## src/rtl/data_mem_pkg.sv

```systemverilog
// Shared definitions for the data memory responder: access size encodings,
// FSM states, default geometry and small alignment helpers.
package data_mem_pkg;

  localparam int unsigned DEFAULT_DEPTH       = 32;
  localparam int unsigned DEFAULT_WAIT_CYCLES = 2;

  // funct3-style access size; SZ_BAD is the one unused code point
  typedef enum logic [2:0] {
    SZ_B   = 3'b000,
    SZ_H   = 3'b001,
    SZ_W   = 3'b010,
    SZ_D   = 3'b011,
    SZ_BU  = 3'b100,
    SZ_HU  = 3'b101,
    SZ_WU  = 3'b110,
    SZ_BAD = 3'b111
  } size_e;

  typedef enum logic [1:0] {
    IDLE = 2'd0,
    WAIT = 2'd1,
    RESP = 2'd2
  } state_e;

  function automatic logic misaligned(input logic [2:0] size, input logic [2:0] lane);
    case (size[1:0])
      2'b00:   return 1'b0;
      2'b01:   return lane[0];
      2'b10:   return |lane[1:0];
      default: return |lane;
    endcase
  endfunction

  // Byte enables before shifting to the addressed lane
  function automatic logic [7:0] size_bytes(input logic [2:0] size);
    case (size[1:0])
      2'b00:   return 8'h01;
      2'b01:   return 8'h03;
      2'b10:   return 8'h0F;
      default: return 8'hFF;
    endcase
  endfunction

endpackage

```

## src/rtl/load_store_align.sv

```systemverilog
// Lane extraction with sign/zero extension for loads, and byte-merge of
// right-justified store data into the existing doubleword.
module load_store_align
  import data_mem_pkg::*;
(
  input  logic [2:0]  lane,
  input  logic [2:0]  size,
  input  logic [63:0] word,
  input  logic [63:0] wdata,
  output logic [63:0] load_data,
  output logic [63:0] store_word
);

  logic [63:0] shifted;
  logic [63:0] wshift;
  logic [63:0] mask;
  logic [7:0]  be;

  always_comb begin
    shifted   = word >> {lane, 3'b000};
    load_data = shifted;
    case (size_e'(size))
      SZ_B:    load_data = {{56{shifted[7]}},  shifted[7:0]};
      SZ_H:    load_data = {{48{shifted[15]}}, shifted[15:0]};
      SZ_W:    load_data = {{32{shifted[31]}}, shifted[31:0]};
      SZ_BU:   load_data = {56'd0, shifted[7:0]};
      SZ_HU:   load_data = {48'd0, shifted[15:0]};
      SZ_WU:   load_data = {32'd0, shifted[31:0]};
      default: load_data = shifted;
    endcase
  end

  always_comb begin
    be     = size_bytes(size) << lane;
    mask   = '0;
    for (int unsigned i = 0; i < 8; i++) begin
      mask[i*8 +: 8] = {8{be[i]}};
    end
    wshift     = wdata << {lane, 3'b000};
    store_word = (word & ~mask) | (wshift & mask);
  end

endmodule

```

## src/rtl/data_mem_responder.sv

```systemverilog
// Single-outstanding load/store responder over a small doubleword memory,
// with a configurable number of wait states before each access commits.
module data_mem_responder
  import data_mem_pkg::*;
#(
  parameter int unsigned DEPTH       = DEFAULT_DEPTH,
  parameter int unsigned WAIT_CYCLES = DEFAULT_WAIT_CYCLES
) (
  input  logic        clk,
  input  logic        reset,
  input  logic        req_valid,
  output logic        req_ready,
  input  logic        req_write,
  input  logic [63:0] req_addr,
  input  logic [63:0] req_wdata,
  input  logic [2:0]  req_size,
  output logic        rsp_valid,
  input  logic        rsp_ready,
  output logic [63:0] rsp_rdata,
  output logic        rsp_error,
  output logic        busy
);

  localparam int unsigned IDX_W = (DEPTH > 1) ? $clog2(DEPTH) : 1;

  state_e      state;
  logic [3:0]  cnt;
  logic        lat_write;
  logic [63:0] lat_addr;
  logic [63:0] lat_wdata;
  logic [2:0]  lat_size;
  logic [63:0] mem [DEPTH];

  logic             accept;
  logic             commit;
  logic             cur_write;
  logic [63:0]      cur_addr;
  logic [63:0]      cur_wdata;
  logic [2:0]       cur_size;
  logic             in_range;
  logic             err;
  logic [IDX_W-1:0] idx;
  logic [63:0]      rd_word;
  logic [63:0]      load_data;
  logic [63:0]      store_word;

  // With no wait states the access commits on the accept edge itself, so the
  // live request is used instead of the (not yet loaded) latched copy.
  always_comb begin
    accept = (state == IDLE) && req_valid && req_ready;
    commit = (accept && (WAIT_CYCLES == 0)) || ((state == WAIT) && (cnt == '0));
    if (state == IDLE) begin
      cur_write = req_write;
      cur_addr  = req_addr;
      cur_wdata = req_wdata;
      cur_size  = req_size;
    end else begin
      cur_write = lat_write;
      cur_addr  = lat_addr;
      cur_wdata = lat_wdata;
      cur_size  = lat_size;
    end
  end

  always_comb begin
    in_range = {3'b000, cur_addr[63:3]} < 64'(DEPTH);
    idx      = cur_addr[IDX_W+2:3];
    rd_word  = in_range ? mem[idx] : '0;
    err      = misaligned(cur_size, cur_addr[2:0]) || !in_range ||
               (cur_size == SZ_BAD) || (cur_write && cur_size[2]);
  end

  load_store_align u_align (
    .lane       (cur_addr[2:0]),
    .size       (cur_size),
    .word       (rd_word),
    .wdata      (cur_wdata),
    .load_data  (load_data),
    .store_word (store_word)
  );

  always_ff @(posedge clk or negedge reset) begin
    if (!reset) begin
      for (int unsigned i = 0; i < DEPTH; i++) begin
        mem[IDX_W'(i)] <= '0;
      end
    end else if (commit && cur_write && !err) begin
      mem[idx] <= store_word;
    end
  end

  always_ff @(posedge clk or negedge reset) begin
    if (!reset) begin
      state     <= IDLE;
      cnt       <= '0;
      lat_write <= 1'b0;
      lat_addr  <= '0;
      lat_wdata <= '0;
      lat_size  <= '0;
      req_ready <= 1'b0;
      rsp_valid <= 1'b0;
      rsp_rdata <= '0;
      rsp_error <= 1'b0;
      busy      <= 1'b0;
    end else begin
      case (state)
        IDLE: begin
          if (accept) begin
            lat_write <= req_write;
            lat_addr  <= req_addr;
            lat_wdata <= req_wdata;
            lat_size  <= req_size;
            req_ready <= 1'b0;
            busy      <= 1'b1;
            if (WAIT_CYCLES == 0) begin
              state     <= RESP;
              rsp_valid <= 1'b1;
              rsp_error <= err;
              rsp_rdata <= (err || cur_write) ? '0 : load_data;
            end else begin
              state <= WAIT;
              cnt   <= 4'(WAIT_CYCLES - 1);
            end
          end else begin
            req_ready <= 1'b1;
            busy      <= 1'b0;
          end
        end
        WAIT: begin
          if (cnt == '0) begin
            state     <= RESP;
            rsp_valid <= 1'b1;
            rsp_error <= err;
            rsp_rdata <= (err || cur_write) ? '0 : load_data;
          end else begin
            cnt <= cnt - 4'd1;
          end
        end
        RESP: begin
          // Ready rises on the handshake edge, so the next accept is one cycle later
          if (rsp_ready) begin
            state     <= IDLE;
            rsp_valid <= 1'b0;
            rsp_rdata <= '0;
            rsp_error <= 1'b0;
            busy      <= 1'b0;
            req_ready <= 1'b1;
          end
        end
        default: begin
          state     <= IDLE;
          req_ready <= 1'b0;
          rsp_valid <= 1'b0;
          busy      <= 1'b0;
        end
      endcase
    end
  end

endmodule

```

## config.mk

```make
export PLATFORM = sky130hd
export DESIGN_NAME = data_mem_responder
export DESIGN_NICKNAME = d
export VERILOG_FILES = /design/src/rtl/data_mem_pkg.sv /design/src/rtl/load_store_align.sv /design/src/rtl/data_mem_responder.sv
export SDC_FILE = /design/constraint.sdc
export NUM_CORES = 2
export LEC_CHECK = 0
export CORE_MARGIN = 2
export CORE_UTILIZATION = 55
export DETAILED_ROUTE_END_ITERATION = 8
export GPL_ROUTABILITY_DRIVEN = 1
export PLACE_DENSITY = 0.72
export SLEW_MARGIN = 20
export SYNTH_ARGS = -nofsm -noshare
export SYNTH_HDL_FRONTEND = slang
export SYNTH_SLANG_ARGS = --single-unit
```

## constraint.sdc

```tcl
create_clock -name clk -period 7.4 [get_ports clk]
set_input_delay 1.85 -clock clk [delete_from_list [all_inputs] [get_ports clk]]
set_output_delay 1.85 -clock clk [all_outputs]
set_load 0.005 [all_outputs]
```

# [Yosys cells after proc, flatten, opt, wreduce, memory -nomap -nowiden]
# Index checks and enable logic that the tools add are counted.
[classes] addsub=1 magnitude_cmp=3 eq_ne=14 shifts=3 n_mux=35 n_bitwise=7 reduce_logical=27
[op_table] cell="$bwmux W2048" n=1
[op_table] cell="$mux W64" n=9
[op_table] cell="$pmux W64 S6" n=1
[op_table] cell="$bmux W64 S5" n=1
[op_table] cell="$demux W64 S5" n=1
[op_table] cell="$and A64 B64 Y64" n=2
[op_table] cell="$pmux W64 S2" n=1
[op_table] cell="$not A64 Y64" n=1
[op_table] cell="$or A64 B64 Y64" n=1
[op_table] cell="$shl A64 B6 Y64" n=1
[op_table] cell="$shr A64 B6 Y64" n=1
[op_table] cell="$lt A61 B6 Y1 const B" n=1
[op_table] cell="$pmux W8 S3" n=1
[op_table] cell="$eq A3 B3 Y1 const B" n=4
[op_table] cell="$pmux W1 S3" n=4
[op_table] cell="$reduce_and A3 Y1" n=4
[op_table] cell="$mux W4" n=2
[op_table] cell="$pmux W4 S2" n=1
[op_table] cell="$shl A8 B3 Y8" n=1
[op_table] cell="$logic_and A1 B1 Y1" n=7
[op_table] cell="$mux W1" n=7
[op_table] cell="$ge A6 B6 Y1 const B" n=1
[op_table] cell="$lt A6 B1 Y1 const B" n=1
[op_table] cell="$mux W2" n=3
[op_table] cell="other kinds (21)" n=33
[word_totals] register_bits=2254 out_inout_bits=68 word_cells=133

# [Depth between registers and ports, before layout]
[depth] word_depth=12 ltp_mapped=17 mapped_depth_nobuf=11

# [By module]
# A second synthesis with hierarchy kept.
[hier_totals] hier_cells=8197 hier_area_um2=101835.2
[by_module_without_submodules] module="data_mem_responder" instances=1 cells_per_inst=7624 area_each_um2=97039.3 seq_area_each_um2=56404.1
[by_module_without_submodules] module="load_store_align" instances=1 cells_per_inst=573 area_each_um2=4795.8 seq_area_each_um2=0.0

# [Worst setup path after synthesis]
# OpenSTA, ideal clock, no wires.
[synth_timing] path_type="input to register" startpoint="in req_addr[5]" endpoint="reg rsp_rdata[34]" t_arrival_ns=4.274 required_ns=7.278 setup_slack_ns=3.004 path_stages=14 path_cell_list="nor4bb_1 -> a31oi_4 -> nor2_1 -> buf_2 -> clkbuf_1 -> o21ai_0 -> nand4_1 -> nor2_1 -> a2111oi_2 -> nand3_1 -> a32oi_2 -> o21ai_2 -> buf_6 -> a32o_1"
[synth_via] elab_chain_len=11 word_cells_on_any_way=17 classes_between="order compare (1); shift (1); mux (9); bitwise (1); reduce/logical (5)"
[synth_rtl] item="start: declaration" line_no="data_mem_responder.sv:14" rtl="input logic [63:0] req_addr,"
[synth_rtl] item="$mux W64 (*)" line_no="data_mem_responder.sv:52" rtl="if (state == IDLE) begin"
[synth_rtl] item="branches (longest 7 deep; another with $lt A61 B6 Y1)"
[synth_rtl] item="$mux W64 (*)" line_no="data_mem_responder.sv:134" rtl="rsp_rdata <= (err || cur_write) ? '0 : load_data;"
[synth_rtl] item="$mux W64 (*)" line_no="data_mem_responder.sv:130" rtl="if (cnt == '0) begin"
[synth_rtl] item="$pmux W64 S2 (*)" line_no="data_mem_responder.sv:106" rtl="case (state)"
[synth_rtl] item="end signal: assignment" line_no="data_mem_responder.sv:119" rtl="rsp_rdata <= (err || cur_write) ? '0 : load_data;"
[synth_rtl] item="end signal: assignment" line_no="data_mem_responder.sv:134"
[synth_rtl] item="end: declaration" line_no="data_mem_responder.sv:19" rtl="output logic [63:0] rsp_rdata,"
# Mark *: on every way between the ends. The select of a mux whose other input is x is not followed.
# A chain may end at the register's enable or synchronous reset.

# [Final worst setup path]
[layout_timing] startpoint="in req_addr[4]" endpoint="reg rsp_rdata[3]"
# The elaborated chain is that of the path after synthesis.

==> report_table.html <==
<table>
<tr><th>Metric</th><th>Value</th></tr>
<tr><th colspan="2">Worst setup path</th></tr>
<tr><td>Kind of cell adding the most delay to the critical path</td><td>compound AO/OA/AOI/OAI gates</td></tr>
<tr><td>Category of the most critical setup path</td><td>input pin to register</td></tr>
<tr><td>Critical path buffer and inverter count</td><td>4</td></tr>
<tr><td>Worst path required time</td><td>8.19 ns</td></tr>
<tr><td>Arrival time at the worst endpoint</td><td>6.88 ns</td></tr>
<tr><td>Maximum fanout along the worst path</td><td>44</td></tr>
<tr><td>Critical path's slowest cell</td><td>a31oi_4</td></tr>
<tr><td>Startpoint Class</td><td>input pin</td></tr>
<tr><td>Crit path largest cell delay</td><td>0.84 ns</td></tr>
<tr><td>Endpoint type of the worst setup path</td><td>register</td></tr>
<tr><td>Worst path most repeated cell</td><td>buf_4</td></tr>
<tr><td>Cells along the critical path</td><td>clkdlybuf4s50_1 &gt; nor4b_1 &gt; a31oi_4 &gt; buf_12 &gt; buf_4 &gt; buf_4 &gt; o22ai_1 &gt; o21ai_0 &gt; nand4_1 &gt; nor2_1 &gt; mux2_2 &gt; nand2_1 &gt; a211oi_1 &gt; a221o_1</td></tr>
<tr><th colspan="2">Clock tree</th></tr>
<tr><td>H-tree depth</td><td>4</td></tr>
<tr><td>Count of instances resized after the clock tree is built</td><td>0</td></tr>
<tr><td>CTS tree</td><td>yes</td></tr>
<tr><td>Register clock-pin slew on the reported worst setup and hold paths</td><td>0.06 ns</td></tr>
<tr><td>Post-CTS Setup Inserts</td><td>0</td></tr>
<tr><td>Num CTS Buffers</td><td>222</td></tr>
<tr><td>Max Buffers Root-to-Sink</td><td>3</td></tr>
<tr><td>Number of sinks driven by the clock tree</td><td>2254</td></tr>
<tr><td>Clock latency of the later-clocked register in the worst-skew pair</td><td>0.88 ns</td></tr>
<tr><td>CTS root buf</td><td>clkbuf_16</td></tr>
<tr><td>CTS Hold Buffers Added</td><td>0</td></tr>
<tr><th colspan="2">Synthesis</th></tr>
<tr><td>Post-synth top area share</td><td>58.08%</td></tr>
<tr><td>Count of warnings emitted by yosys</td><td>0</td></tr>
<tr><td>Cell count after synthesis</td><td>10600</td></tr>
<tr><td>Combined area of all synthesized cells</td><td>97120 µm²</td></tr>
<tr><td>Portion of the post-synthesis area used by sequential elements</td><td>58.08%</td></tr>
<tr><td>Number of storage elements in the synthesis netlist</td><td>2254</td></tr>
<tr><td>Synth area leaders</td><td>dfrtp_1 (58%), o21ai_0 (8.7%), nand2_1 (7.5%)</td></tr>
<tr><td>Synth Net Count</td><td>10740</td></tr>
<tr><td>Post-Synthesis Mean Instance Area</td><td>9.164 µm²</td></tr>
<tr><td>Async set or reset register ratio after synthesis</td><td>100.0%</td></tr>
<tr><td>Cell accounting for the most synthesized area</td><td>dfrtp_1</td></tr>
<tr><td>Count of flip-flops with a built-in enable after synthesis</td><td>0</td></tr>
<tr><td>Most instantiated flip-flop cell in the synthesis netlist</td><td>dfrtp_1</td></tr>
<tr><td>Library cells used by synthesis</td><td>64</td></tr>
<tr><th colspan="2">GRT</th></tr>
<tr><td>Largest net degree at the start of global routing</td><td>186</td></tr>
<tr><td>Initial antenna violation count</td><td>6</td></tr>
<tr><td>Total routing resource utilization after global routing</td><td>36.52%</td></tr>
<tr><td>First-pass GRT wire length</td><td>503900 µm</td></tr>
<tr><td>Via count of the first global-routing pass</td><td>80650</td></tr>
<tr><td>Overflow left after global routing</td><td>0</td></tr>
<tr><th colspan="2">Detailed routing</th></tr>
<tr><td>Number of vias per cell after detailed routing</td><td>6.536</td></tr>
<tr><td>Detailed Routing Iterations Pass 1</td><td>9</td></tr>
<tr><td>DRT iter0 DRCs</td><td>11080</td></tr>
<tr><td>Aggregate routed wire length</td><td>331200 µm</td></tr>
<tr><td>Vias</td><td>83850</td></tr>
<tr><td>Final antenna-violating net count</td><td>0</td></tr>
<tr><td>Wire length per cell</td><td>25.81 µm</td></tr>
<tr><td>Remaining design rule violation count</td><td>0</td></tr>
<tr><th colspan="2">Job</th></tr>
<tr><td>Max-cap viol count</td><td>0</td></tr>
<tr><th colspan="2">Final layout</th></tr>
<tr><td>Post-route cell area</td><td>109500 µm²</td></tr>
<tr><td>Share of layout cells above drive strength 1</td><td>8.555%</td></tr>
<tr><td># nets final</td><td>10430</td></tr>
<tr><td>Highest-count cells in the layout ignoring fill and taps</td><td>dfrtp_1 (2253), nand2_1 (1907), o21ai_0 (1689)</td></tr>
<tr><td>Final Instance Count excl. Fillers</td><td>12830</td></tr>
<tr><td>Area Growth Syn to Fin</td><td>12.71%</td></tr>
<tr><td># fillers</td><td>14290</td></tr>
<tr><td>Most common library cell in the layout ignoring fill and taps</td><td>dfrtp_1</td></tr>
<tr><th colspan="2">Power</th></tr>
<tr><td>Leakage power figure</td><td>49.37 nW</td></tr>
<tr><td>Total chip power</td><td>0.04295 W</td></tr>
<tr><td>Peak supply drop</td><td>0.0002775 V</td></tr>
<tr><td>Power per cell area</td><td>392.4 nW/µm²</td></tr>
<tr><th colspan="2">Floorplan</th></tr>
<tr><td>Io pins</td><td>204</td></tr>
<tr><td>Die Span X</td><td>424.2 µm</td></tr>
<tr><td>Initial core utilization</td><td>55.27%</td></tr>
<tr><td>Area of the core</td><td>175700 µm²</td></tr>
<tr><td>Full die area</td><td>180000 µm²</td></tr>
<tr><td>Num rows</td><td>154</td></tr>
<tr><td>Height of the chip</td><td>424.2 µm</td></tr>
<tr><th colspan="2">Timing</th></tr>
<tr><td>Unrepaired setup endpoints after global routing</td><td>no</td></tr>
<tr><td>Post-Route Skew</td><td>0.03736 ns</td></tr>
<tr><td>Max-slew violation total from the final report</td><td>0</td></tr>
<tr><td>Max Freq</td><td>0.1641 GHz</td></tr>
<tr><td>Hold Vio Cnt, Final</td><td>0</td></tr>
<tr><td>Number of setup violations in the final report</td><td>0</td></tr>
<tr><td>Shortest period the worst path allows</td><td>6.095 ns</td></tr>
<tr><td>Remaining max-slew budget at the tightest pin</td><td>7.953%</td></tr>
<tr><td>Post-route setup TNS</td><td>0 ns</td></tr>
<tr><td>Final Cycle Share</td><td>82.37%</td></tr>
<tr><td>Slew @ Worst Pin</td><td>1.372 ns</td></tr>
<tr><td>Setup slack of the critical path after layout</td><td>1.305 ns</td></tr>
<tr><th colspan="2">Place</th></tr>
<tr><td>Area post-placement</td><td>101700 µm²</td></tr>
<tr><td>Port buffer count</td><td>203</td></tr>
<tr><td>Worst slack at placement</td><td>0.5370 ns</td></tr>
<tr><td>Routability Congestion</td><td>0.9740</td></tr>
<tr><td>Number of placed instances with taps included</td><td>12410</td></tr>
<tr><td>DP Wirelength</td><td>196000 µm</td></tr>
<tr><th colspan="2">Run status</th></tr>
<tr><td>Status</td><td>finished, final reports clean</td></tr>
<tr><th colspan="2">Worst hold path</th></tr>
<tr><td>Worst hold-check path type</td><td>register to register</td></tr>
</table>
per-stage QoR:
step           hold WS [ns]  util (%)
2_1_floorplan        0.4379         -
5_1_grt              0.4886     62.28
6_report             0.4741     62.29
3_5_place_dp         0.4566     57.90
4_1_cts              0.4786     62.26
3_3_place_gp         0.4501     57.87
tightest hold or removal path, delay by kind of cell (launching register included):
| family | cells | cell delay (ns) |
|---|---|---|
| flip-flops | 1 | 0.34 |
| AND/OR/NAND/NOR | 2 | 0.11 |
kinds of logic after synthesis:
family,synth area share [%]
AND/OR/NAND/NOR,12.97
buffers and inverters,4.608
multiplexers,1.614
flip-flops,58.08
XOR/XNOR,0.01804
AO/OA/AOI/OAI,22.69
adder cells (fa/ha/maj),0.02576
flip-flops by register name (all words and copies together), names as in the netlist, 2 cells and up:
register and flops:
cnt 4, lat_wdata 64, rsp_rdata 64, state 2, lat_size 3, lat_addr 64
mem 2048
per-layer routing:
metal / global-route usage, % / share of wire [%] / vias up
met5: 0 / 0.058 / -
met4: 15.34 / 4.7 / 4
met3: 8.723 / 12 / 879
met2: 54.23 / 44 / 4984
met1: 51.67 / 39 / 41290
li1: - / - / 36700
cell type report:
type                            count  area, µm²  share of cell area, %
Multi-Input combinational cell   7274      36970                  33.78
Clock inverter                     97       1169                  1.068
Sequential cell                  2254      56410                  51.53
Antenna cell                        5      12.51                0.01143
Inverter                           11      41.29                0.03772
Tap cell                         2340       2928                  2.675
Clock buffer                      318       6501                  5.939
Timing Repair Buffer              531       5430                  4.961
cell usage after synthesis, drive strengths merged, types with 2 or more instances:
library cell,n
a2111oi,7
a211oi,79
a21o,7
a21oi,834
a221o,6
a221oi,7
a22o,20
a22oi,5
a31oi,15
a32o,17
a32oi,12
and2,4
and3,11
buf,354
clkbuf,705
dfrtp,2254
ha,2
inv,11
mux2,42
mux2i,109
nand2,1929
nand2b,19
nand3,13
nand3b,2
nand4,114
nor2,827
nor2b,32
nor3,82
nor4,55
nor4b,5
o211ai,3
o21a,15
o21ai,1913
o221ai,2
o22ai,1041
o2bb2ai,7
o31ai,2
or3,25
xor2,2
power by group:
part	total [W]	internal [W]	leakage, nW	switching, W
registers	0.0130	0.0127	31.3	0.000308
clock network	0.0118	0.00681	3.76	0.00501
logic	0.0181	0.00507	14.3	0.0131
final timing paths:
check | startpoint | to | slack (ns) | depth (start not counted)
hold / removal | lat_wdata[61]$_DFFE_PN0P_ | lat_wdata[61]$_DFFE_PN0P_ | 0.47 | 2
min in group asynchronous | reset | lat_addr[47]$_DFFE_PN0P_ | 0.97 | 1
hold reg to reg | lat_wdata[61]$_DFFE_PN0P_ | lat_wdata[61]$_DFFE_PN0P_ | 0.47 | 2
setup / recovery | req_addr[4] | rsp_rdata[3]$_DFFE_PN0P_ | 1.30 | 14
max in group asynchronous | reset | mem[998]$_DFFE_PN0P_ | 4.49 | 3
setup reg to reg | state[0]$_DFFE_PN0P_ | rsp_rdata[3]$_DFFE_PN0P_ | 1.48 | 14
Note: power is estimated with default switching activity, not from simulation.
